<file path="config.mk">
export PLATFORM = sky130hd
export DESIGN_NAME = npc_predict
export DESIGN_NICKNAME = d
export VERILOG_FILES = /design/src/rtl/npc_predict.sv
export SDC_FILE = /design/constraint.sdc
export NUM_CORES = 1
export LEC_CHECK = 0
export CAP_MARGIN = 20
export CORE_ASPECT_RATIO = 0.8
export CORE_MARGIN = 2
export CORE_UTILIZATION = 45
export DETAILED_ROUTE_END_ITERATION = 7
export HOLD_SLACK_MARGIN = 0.15
export PLACE_DENSITY = 0.71
export SKIP_LAST_GASP = 1
export SLEW_MARGIN = 20
export SYNTH_ARGS = -nofsm -noshare
export SYNTH_HDL_FRONTEND = slang
export SYNTH_SLANG_ARGS = --single-unit
</file>
<file path="constraint.sdc">
create_clock -name clk -period 10.4 [get_ports clk]
set_clock_uncertainty 0.2 [all_clocks]
set_input_delay 2.08 -clock clk [delete_from_list [all_inputs] [get_ports clk]]
set_output_delay 2.08 -clock clk [all_outputs]
set_load 0.05 [all_outputs]
</file>
<file path="src/rtl/npc_predict.sv">
// rtl/npc_predict.sv - fetch PC register with BTB-based next-PC prediction and execute-stage redirect
module npc_predict #(
    parameter int                XLEN        = 32,
    parameter logic [XLEN-1:0]   RESET_PC    = '0,
    parameter int                BTB_ENTRIES = 8
) (
    input  logic            clk,
    input  logic            rst_n,
    input  logic            stall,
    output logic [XLEN-1:0] pc,
    output logic [XLEN-1:0] pred_npc,
    output logic            pred_taken,
    input  logic            ex_valid,
    input  logic [XLEN-1:0] ex_pc,
    input  logic [1:0]      ex_kind,
    input  logic            ex_zero,
    input  logic [XLEN-1:0] ex_offset,
    input  logic [25:0]     ex_instr_index,
    input  logic [XLEN-1:0] ex_reg,
    input  logic [XLEN-1:0] ex_pred_npc,
    output logic            flush
);

    localparam int IW = $clog2(BTB_ENTRIES);
    localparam int TW = XLEN - IW - 2;
    localparam logic [XLEN-1:0] FOUR = XLEN'(4);

    localparam logic [1:0] K_BRANCH = 2'b00;
    localparam logic [1:0] K_JUMP   = 2'b01;
    localparam logic [1:0] K_JREG   = 2'b10;

    logic            btb_valid  [BTB_ENTRIES];
    logic [TW-1:0]   btb_tag    [BTB_ENTRIES];
    logic [XLEN-1:0] btb_target [BTB_ENTRIES];
    logic [1:0]      btb_ctr    [BTB_ENTRIES];

    logic [IW-1:0]   fetch_idx;
    logic [TW-1:0]   fetch_tag;
    logic            fetch_hit;

    logic [IW-1:0]   ex_idx;
    logic [TW-1:0]   ex_tag;
    logic            ex_hit;

    logic [XLEN-1:0] seq;
    logic [XLEN-1:0] branch_target;
    logic [XLEN-1:0] act_npc;
    logic            act_taken;

    assign fetch_idx  = pc[IW+1:2];
    assign fetch_tag  = pc[XLEN-1:IW+2];
    assign fetch_hit  = btb_valid[fetch_idx] && (btb_tag[fetch_idx] == fetch_tag);
    assign pred_taken = fetch_hit && btb_ctr[fetch_idx][1];
    assign pred_npc   = pred_taken ? btb_target[fetch_idx] : pc + FOUR;

    assign ex_idx = ex_pc[IW+1:2];
    assign ex_tag = ex_pc[XLEN-1:IW+2];
    assign ex_hit = btb_valid[ex_idx] && (btb_tag[ex_idx] == ex_tag);

    assign seq           = ex_pc + FOUR;
    assign branch_target = seq + (ex_offset << 2);

    always_comb begin
        act_npc   = seq;
        act_taken = 1'b0;
        case (ex_kind)
            K_BRANCH: begin
                act_npc   = ex_zero ? branch_target : seq;
                act_taken = ex_zero;
            end
            K_JUMP: begin
                act_npc   = {seq[XLEN-1:28], ex_instr_index, 2'b00};
                act_taken = 1'b1;
            end
            K_JREG: begin
                act_npc   = ex_reg;
                act_taken = 1'b1;
            end
            default: begin
                act_npc   = seq;
                act_taken = 1'b0;
            end
        endcase
    end

    assign flush = ex_valid && (act_npc != ex_pred_npc);

    // Fetch lookup reads the arrays combinationally, so a same-cycle write is seen only next cycle.
    always_ff @(posedge clk or negedge rst_n) begin
        if (!rst_n) begin
            pc <= RESET_PC;
            for (int i = 0; i < BTB_ENTRIES; i++) begin
                btb_valid[i]  <= 1'b0;
                btb_tag[i]    <= '0;
                btb_target[i] <= '0;
                btb_ctr[i]    <= 2'b01;
            end
        end else begin
            if (flush) begin
                pc <= act_npc;
            end else if (!stall) begin
                pc <= pred_npc;
            end

            if (ex_valid) begin
                if (act_taken) begin
                    if (ex_hit) begin
                        btb_target[ex_idx] <= act_npc;
                        if (btb_ctr[ex_idx] != 2'b11) begin
                            btb_ctr[ex_idx] <= btb_ctr[ex_idx] + 2'd1;
                        end
                    end else begin
                        btb_valid[ex_idx]  <= 1'b1;
                        btb_tag[ex_idx]    <= ex_tag;
                        btb_target[ex_idx] <= act_npc;
                        btb_ctr[ex_idx]    <= (ex_kind == K_BRANCH) ? 2'b10 : 2'b11;
                    end
                end else if (ex_kind == K_BRANCH && ex_hit) begin
                    if (btb_ctr[ex_idx] != 2'b00) begin
                        btb_ctr[ex_idx] <= btb_ctr[ex_idx] - 2'd1;
                    end
                end
            end
        end
    end

endmodule
</file>
==> reports/summary.md, run 1 <==
Across the VDD grid, the largest voltage drop is 0.181 mV. Counting instances in the post-synthesis netlist gives the leading cell types as dfrtp_1, nand2_1, mux2_2, o21ai_0, nor2_1. After clock tree synthesis, the clock-pin slew on the worst setup and hold paths is 0.06 ns.

The detailed-route DRC error count was 1. In this run the clock root is driven by a clkbuf_16. Number of hold violations in the final report: 0. The predominant post-synthesis flop cell was dfrtp_1.

The final clock period utilization by the worst path is 97.2%, and the via count of the routed design is 26024. Ranked by total cell area, the synthesized netlist is headed by dfrtp_1, mux2_2, mux4_2. The filler cells instantiated in the layout total 6090. Ratio of cells with drive above 1 in the final layout: 22.0%. In the final design database the tool counted 3387 nets. The first routing iteration left 2873 violations. The HPWL after detailed placement is 76.2 mm.

A synthesized cell averages 10.4 um2. The first global-routing pass estimated 164 mm of wire. For the count of nets left with antenna violations after detail routing, the log shows 0.

Compared with the post-synthesis result, the final layout area differs by 16.9%. After synthesis the netlist holds a flip-flop and latch count of 528. The top cell type's share of synthesized area was 41.2%; the fraction of registers with async set/reset was 100%. The clock passes through at most 3 buffers. The number of global-route vias before repair was 25189; the die extent in y was 241 um. The total routing resource utilization after global routing came out at 30.3%. Summed over all cells, the static leakage comes to 15.5 nW. For the max-slew headroom at the worst pin, the log shows 23.1%.

The tools report the kind of start point of the critical path as an input pin. Largest net degree at the start of global routing: 191. Wires add up to 110 mm. The die covers 72300 um2. Synthesis produced a netlist with a net count of 3230.

For the pin with the worst max-slew slack, the measured transition is 1.15 ns. The mapped netlist covers 31600 um2. TritonCTS built the clock tree. The logs give 0 ns for the final setup TNS and 0 for the max-capacitance violation count. In this run, distinct cell masters in the synthesized netlist total 95. Subtracting the final worst setup slack from the clock period gives 10.10 ns.

Setup repair after global routing left no endpoint under its margin. The power density over the cells was 205 nW/um2. The synthesized instance count is 3024. Global placement routability congestion: 1.01. After detailed routing, the number of vias per cell comes to 6.27. The data required time of the critical path was 8.12 ns.

The run gives 7.82 ns as the critical path data arrival time. The critical path is of the in2out type. The tools report the area of the core as 69100 um2. In this run, CTS created clock tree buffers numbering 55.

In this run, synthesis inferred 0 flip-flops with an integrated enable. The tools report the total of hold buffers inserted after clock tree synthesis as 0. The cell type with the largest total area after synthesis was dfrtp_1.

Setup violations remaining at the end of the flow were counted as 0. Counting every sink on the clock net gives 528. Input and output buffers added on the ports amount to 224. The die is 300 um wide. 227 I/O pins were placed. Of all nets on the critical path, the largest fanout is 10. The worst setup path is captured at a primary output. The maximum level of the CTS H-tree was 2. The final reports fail on DRC. The average routed wire per standard cell came out at 26.4 um.

The number of antenna violations at the first check in global routing came out at 6. Before antenna repair, the detailed router went through 8 iterations. The remaining global-route overflow is 0, and the initial cell density of the core is 45.7%. In this run the worst hold path is classified as reg2reg. Across all register-to-register paths, the minimum setup slack is 4.21 ns. The count of yosys warnings during synthesis is 0, and the top achievable clock speed is 99.0 MHz. The number of max-slew violations in the final report came out at 0.

The clock reaches the later pin of the worst-skew pair after 0.64 ns. By instance count, the leading cell after synthesis is dfrtp_1. The run finished, with violations left. The share of the yosys chip area belonging to registers is 41.9%, and the total power after layout is 7.56 mW.

The initialized floorplan defines 86 standard-cell rows.
[state kept, by name, indices dropped and copies added (netlist names)]
register / cells
btb_valid: 8
btb_target: 256
btb_tag: 216
pc: 32
btb_ctr: 16
[metrics by stage]
| stage | hold WS, ns | std cells | util [%] | instance area, um2 | setup slack, ns |
|---|---|---|---|---|---|
| after floorplan | 0.241 | 3024 | - | 31600 | 1.21 |
| after global placement | 0.256 | 4040 | 50.5 | 34900 | 0.320 |
| after detailed placement | 0.259 | 4041 | 50.5 | 34900 | 0.160 |
| after CTS | 0.274 | 4143 | 53.2 | 36800 | 0.168 |
| after global routing | 0.289 | 4150 | 53.4 | 36900 | 0.0156 |
| final | 0.273 | 4152 | 53.4 | 36900 | 0.295 |
[layer usage]
| layer | track usage, % | up-vias | part of all wire, % |
|---|---|---|---|
| met5 | 0.529 | - | 0.051 |
| met4 | 9.74 | 2 | 3.0 |
| met3 | 7.77 | 199 | 12 |
| met2 | 45.8 | 1382 | 44 |
| met1 | 42.7 | 13082 | 41 |
| li1 | - | 11359 | - |
[critical path, cell delays in order]
cell and delay [ns]:
clkdlybuf4s50_1 0.66, nand2_1 0.26, nor4_4 0.32, buf_4 0.20, buf_4 0.13, nand2_1 0.07, xor2_1 0.40, inv_1 0.12
ha_1 0.44, o21ai_0 0.12, nor2_1 0.09, a2111oi_0 0.32, a21bo_2 0.27, and3_1 0.18, o31ai_2 0.46, xnor2_1 0.12
a2111oi_0 0.46, nand4_1 0.37, o31ai_4 0.32, buf_4 0.19, inv_1 0.06, buf_4 0.18
[repair_timing]
item / in CTS / in global routing
gates resized for setup: 0 / 2
endpoints found under the setup margin: 0 / 1
buffers inserted: 0 / 4
[cells by family after synthesis]
logic type,Yosys count,share of synthesized area (%)
and+or+nand+nor,864,12.5
xor gates and xnor gates,135,3.77
DFF,528,41.9
adders and majority gates,45,1.81
muxes,536,23.8
buffers and inverters,287,3.63
AOI/OAI and AO/OA,629,12.6
[cells in the final DEF (no fill, tap or decap), drive strengths merged, types with 8 or more instances in the layout]
cell and instances:
nor3b 8, o22ai 27, a31oi 21, a211oi 14, mux2i 95, mux2 299, nand2 420, buf 120
and2 21, o211ai 10, clkdlybuf4s50 218, mux4 142, clkinv 13, nor4 22, a221oi 33, a21oi 125
clkbuf 85, a22o 13, o21a 12, nand3 66, or2 17, inv 48, dfstp 8, and3 31
dfrtp 520, nand4 34, xor2 38, or3 10, a22oi 35, nor3 24, nor2 166, o21ai 252
nor2b 17, xnor2 97, ha 44, o221ai 9
[final timing paths]
| kind | cells after the start | startpoint | end |
|---|---|---|---|
| max in group asynchronous | 2 | rst_n | pc[4] |
| setup / recovery | 22 | ex_pc[12] | flush |
| hold / removal | 2 | btb_target[219] | btb_target[219] |
| setup reg to reg | 12 | pc[2] | pc[31] |
| min in group asynchronous | 1 | rst_n | btb_tag[183] |
| hold reg to reg | 2 | btb_target[219] | btb_target[219] |
[report_power, final]
part,switching (mW),leakage (nW),internal (mW)
logic,1.28,7.92,1.17
clock network,0.858,0.907,1.17
registers,0.461,6.64,2.62
total,2.60,15.5,4.96
[cell type report]
class	instances	area (um2)	share of cell area, %
Timing Repair Buffer	338	3180	8.61
Clock inverter	17	228	0.617
Multi-Input combinational cell	2209	17300	46.9
Antenna cell	2	5.00	0.0136
Sequential cell	528	13200	35.9
Inverter	49	184	0.499
Clock buffer	85	1620	4.39
Tap cell	924	1160	3.13
(Power assumes the default switching activity.)
==> inputs of run 2 (changes only) <==
--- a/config.mk
+++ b/config.mk
@@ -6,13 +6,14 @@
 export NUM_CORES = 1
 export LEC_CHECK = 0
 export CAP_MARGIN = 20
+export CELL_PAD_IN_SITES_DETAIL_PLACEMENT = 0
+export CELL_PAD_IN_SITES_GLOBAL_PLACEMENT = 1
 export CORE_ASPECT_RATIO = 0.8
 export CORE_MARGIN = 2
 export CORE_UTILIZATION = 45
 export DETAILED_ROUTE_END_ITERATION = 7
 export HOLD_SLACK_MARGIN = 0.15
-export PLACE_DENSITY = 0.71
-export SKIP_LAST_GASP = 1
+export PLACE_DENSITY = 0.84
 export SLEW_MARGIN = 20
 export SYNTH_ARGS = -nofsm -noshare
 export SYNTH_HDL_FRONTEND = slang
==> constraint.sdc (replaced) <==
create_clock -name clk -period 10.4 [get_ports clk]
set_clock_uncertainty 0.2 [all_clocks]
set_input_delay 2.08 -clock clk [delete_from_list [all_inputs] [get_ports clk]]
set_output_delay 2.08 -clock clk [all_outputs]
set_load 0.01 [all_outputs]
==> run 2 against run 1 <==
The run now ends clean. Sequential cell count stayed put. Core utilization hardly changed. Register-to-register slack better by 0.39 ns. Power is 1.1% lower. Final cell count hardly changed. Non-clock buffer count is 9 higher. Global-route usage is 1.1 points higher. Combinational power is 4% lower. Critical path depth is 3 lower. Worst setup slack better by 0.046 ns. Critical path type unchanged.
==> reports/summary.md, run 2 (same netlist as run 1, synthesis figures left out) <==
The minimum clock period is 10.06 ns (was 10.10 ns). The run gives 0 ns (unchanged) as the final setup TNS. Maximum fanout along the worst path: 11 (was 10). The number of buffers inserted by port buffering is 224 (unchanged). The number of endpoints failing setup at the final stage came out at 0 (unchanged). The tools report the number of global-route vias before repair as 26187 (was 25189).

The via-per-instance ratio works out to 6.35 (was 6.27). Antenna cell count: 0 (was 2). The logs give 0 (unchanged) for the count of nets left with antenna violations after detail routing and 0 (unchanged) for the number of max-slew violations in the final report. The signed area change from the synthesized netlist to the final layout was 17.0% (was 16.9%); the HPWL after detailed placement was 78.9 mm (was 76.2 mm). The maximum clock path buffer count was 3 (unchanged); the average routed wire per standard cell was 27.3 um (was 26.4 um). The largest net degree at the start of global routing is 190 (was 191), and the max-capacitance violation count is 0 (unchanged). The storage element area is 13200 um2 (unchanged), and the final clock period utilization by the worst path is 96.7% (was 97.2%). The tools report the endpoint kind of the worst setup timing path as a primary output (unchanged). The type of the setup path with the least slack was in2out (unchanged). The flip-flop count of the largest register after layout came out at 256 (unchanged).

Biggest registers after layout: btb_target (256), btb_tag (216), pc (32) (unchanged). The number of DRC markers in iteration 0 is 2781 (was 2873), and the number of nets at the end of the flow is 3394 (was 3387). The run gives 2 (was 6) as the number of antenna violations at the first check in global routing. TritonCTS built the clock tree.

The run gives 0.64 ns (about the same) as the clock latency on the worst-skew pair. The run gives 2.51 mW (was 2.60 mW) as the switching power. The via count of the routed design was 26354 (was 26024); the post-CTS clock slew at the launch and capture registers of the worst setup and hold paths was 0.07 ns (was 0.06 ns). Actual slew at the worst max-slew pin: 1.22 ns (was 1.15 ns). The tools report the leakage power figure as 15.5 nW (about the same).

The logs give 41.2% (was 40.8%) for the register share of total power and 7.78 ns (was 7.82 ns) for the critical path data arrival time. The die outline width works out to 300 um (unchanged). The logs give 72300 um2 (unchanged) for the floorplan die area and 45.7% (unchanged) for the initial cell density of the core.

The maximum level of the CTS H-tree came out at 2 (unchanged). The max-slew headroom at the worst pin was 18.6% (was 23.1%); the power share of the clock group was 27.4% (was 26.9%). The buffer type at the clock tree root is clkbuf_16 (unchanged).

The remaining global-route overflow is 0 (unchanged), and the routed wire length is 113 mm (was 110 mm). Ratio of cells with drive above 1 in the final layout: 22.6% (was 22.0%). The most frequent standard cell in the layout excluding fill and tap cells was dfrtp_1 (unchanged).

The switching part of the total power is 33.5% (was 34.4%), and the detailed-route DRC error count is 0 (was 1). Register name with the most flops: btb_target (unchanged). The count of filler cells inserted in the layout is 6009 (was 6090). The clock sink count came out at 528 (unchanged). For the combinational share of power, the log shows 31.4% (was 32.4%). Total of hold buffers inserted after clock tree synthesis: 0 (unchanged).

Class of the most critical hold timing path: reg2reg (unchanged). The power density over the cells came out at 203 nW/um2 (was 205 nW/um2). Kind of start point of the critical path: an input pin (unchanged). Most frequent cells in the layout: dfrtp_1, nand2_1, mux2_2 (unchanged).

Worst voltage drop across the vdd grid: 0.146 mV (was 0.181 mV). For the area of the core, the log shows 69100 um2 (unchanged). The logs give 0 (unchanged) for the number of hold violations in the final report and 17300 um2 (about the same) for the area of the multi-input gates. The total routing resource utilization after global routing was 31.4% (was 30.3%). Top achievable clock speed: 99.4 MHz (was 99.0 MHz). The tools report the total I/O pin count as 227 (unchanged).

Number of search-and-repair iterations in the first detailed-routing pass: 5 (was 8). The global-route wire length before repair is 169 mm (was 164 mm), and the floorplan row count is 86 (unchanged). The run finished with clean final reports. The global placement routability congestion came out at 0.956 (was 1.01). Total power after layout: 7.48 mW (was 7.56 mW). The tools report the data required time of the critical path as 8.12 ns (about the same). The internal cell power came out at 4.97 mW (was 4.96 mW).

Setup repair after global routing left no endpoint under its margin. Die extent in y: 241 um (unchanged). The clock buffer count from CTS is 53 (was 55).
[run 2: changes by cell type in the layout (fill, tap and decap cells not counted), moves of 7 or more]
cell / before / now
nor2_4: 7 / 0
nor2_2: 0 / 8
clkbuf_1: 18 / 7
buf_4: 111 / 121
[run 2: power by group through the flow]
stage	Sequential, mW	Combinational (mW)	Clock, mW
2_1_floorplan	2.90	1.61	0
3_3_place_gp	3.04	2.25	0
3_5_place_dp	3.10	2.31	0
4_1_cts	3.07	2.32	2.08
5_1_grt	3.15	2.53	2.15
6_report	3.08	2.35	2.05
[run 2: stage by stage]
step	hold slack [ns]	area (um2)	setup WS (ns)	instances	util, %
floorplan	0.241	31600	1.34	3024	-
global placement	0.252	35000	0.326	4054	50.6
detailed placement	0.259	35000	0.263	4054	50.6
CTS	0.275	36800	0.200	4150	53.3
global route	0.294	36900	0.0278	4153	53.4
finish	0.274	36900	0.342	4153	53.4
[run 2: cell type report]
class | count | area share (%)
inverters | 49 | 0.502
multi-input cells | 2209 | 46.8
clock inverters | 24 | 0.939
repair buffers | 347 | 8.68
clock buffers | 72 | 4.11
well taps | 924 | 3.13
flip-flops and latches | 528 | 35.8
[run 2: worst paths after layout]
kind / startpoint / endpoint / slack [ns] / cells after the start
setup / recovery: ex_pc[6] / flush / 0.34 / 19
hold reg to reg: btb_target[13] / btb_target[13] / 0.27 / 2
hold / removal: btb_target[13] / btb_target[13] / 0.27 / 2
max in group asynchronous: rst_n / btb_tag[62] / 6.85 / 3
setup reg to reg: pc[4] / pc[8] / 4.60 / 11
min in group asynchronous: rst_n / btb_target[97] / 1.15 / 1
[run 2: metal layers]
metal | share of wire [%] | global-route usage (%) | wire [um] | up-vias
met5 | 0.0088 | 0 | 10 | -
met2 | 44 | 48.0 | 50400 | 1396
met3 | 10 | 6.72 | 11800 | 248
met4 | 3.7 | 11.3 | 4140 | 2
li1 | - | - | - | 11367
met1 | 41 | 44.1 | 47000 | 13341
[run 2: critical path, cell delays in order]
cell and delay [ns]:
clkdlybuf4s50_1 0.53, buf_4 0.21, nand2_1 0.17, or4_1 0.57, xnor2_2 0.21, ha_1 0.41
nand4_1 0.12, a2111oi_0 0.47, a211o_1 0.39, a22oi_1 0.17, buf_4 0.19, o2111ai_1 0.24
a21oi_1 0.18, a21oi_1 0.15, nand4b_1 0.11, or4_4 0.55, o31ai_4 0.30, inv_1 0.17
clkdlybuf4s50_1 0.54
[run 2: timing repair]
action / 4_1_cts / 5_1_grt
setup endpoints to repair: 0 / 1
gates resized for setup: 0 / 6
buffers inserted: 0 / 2
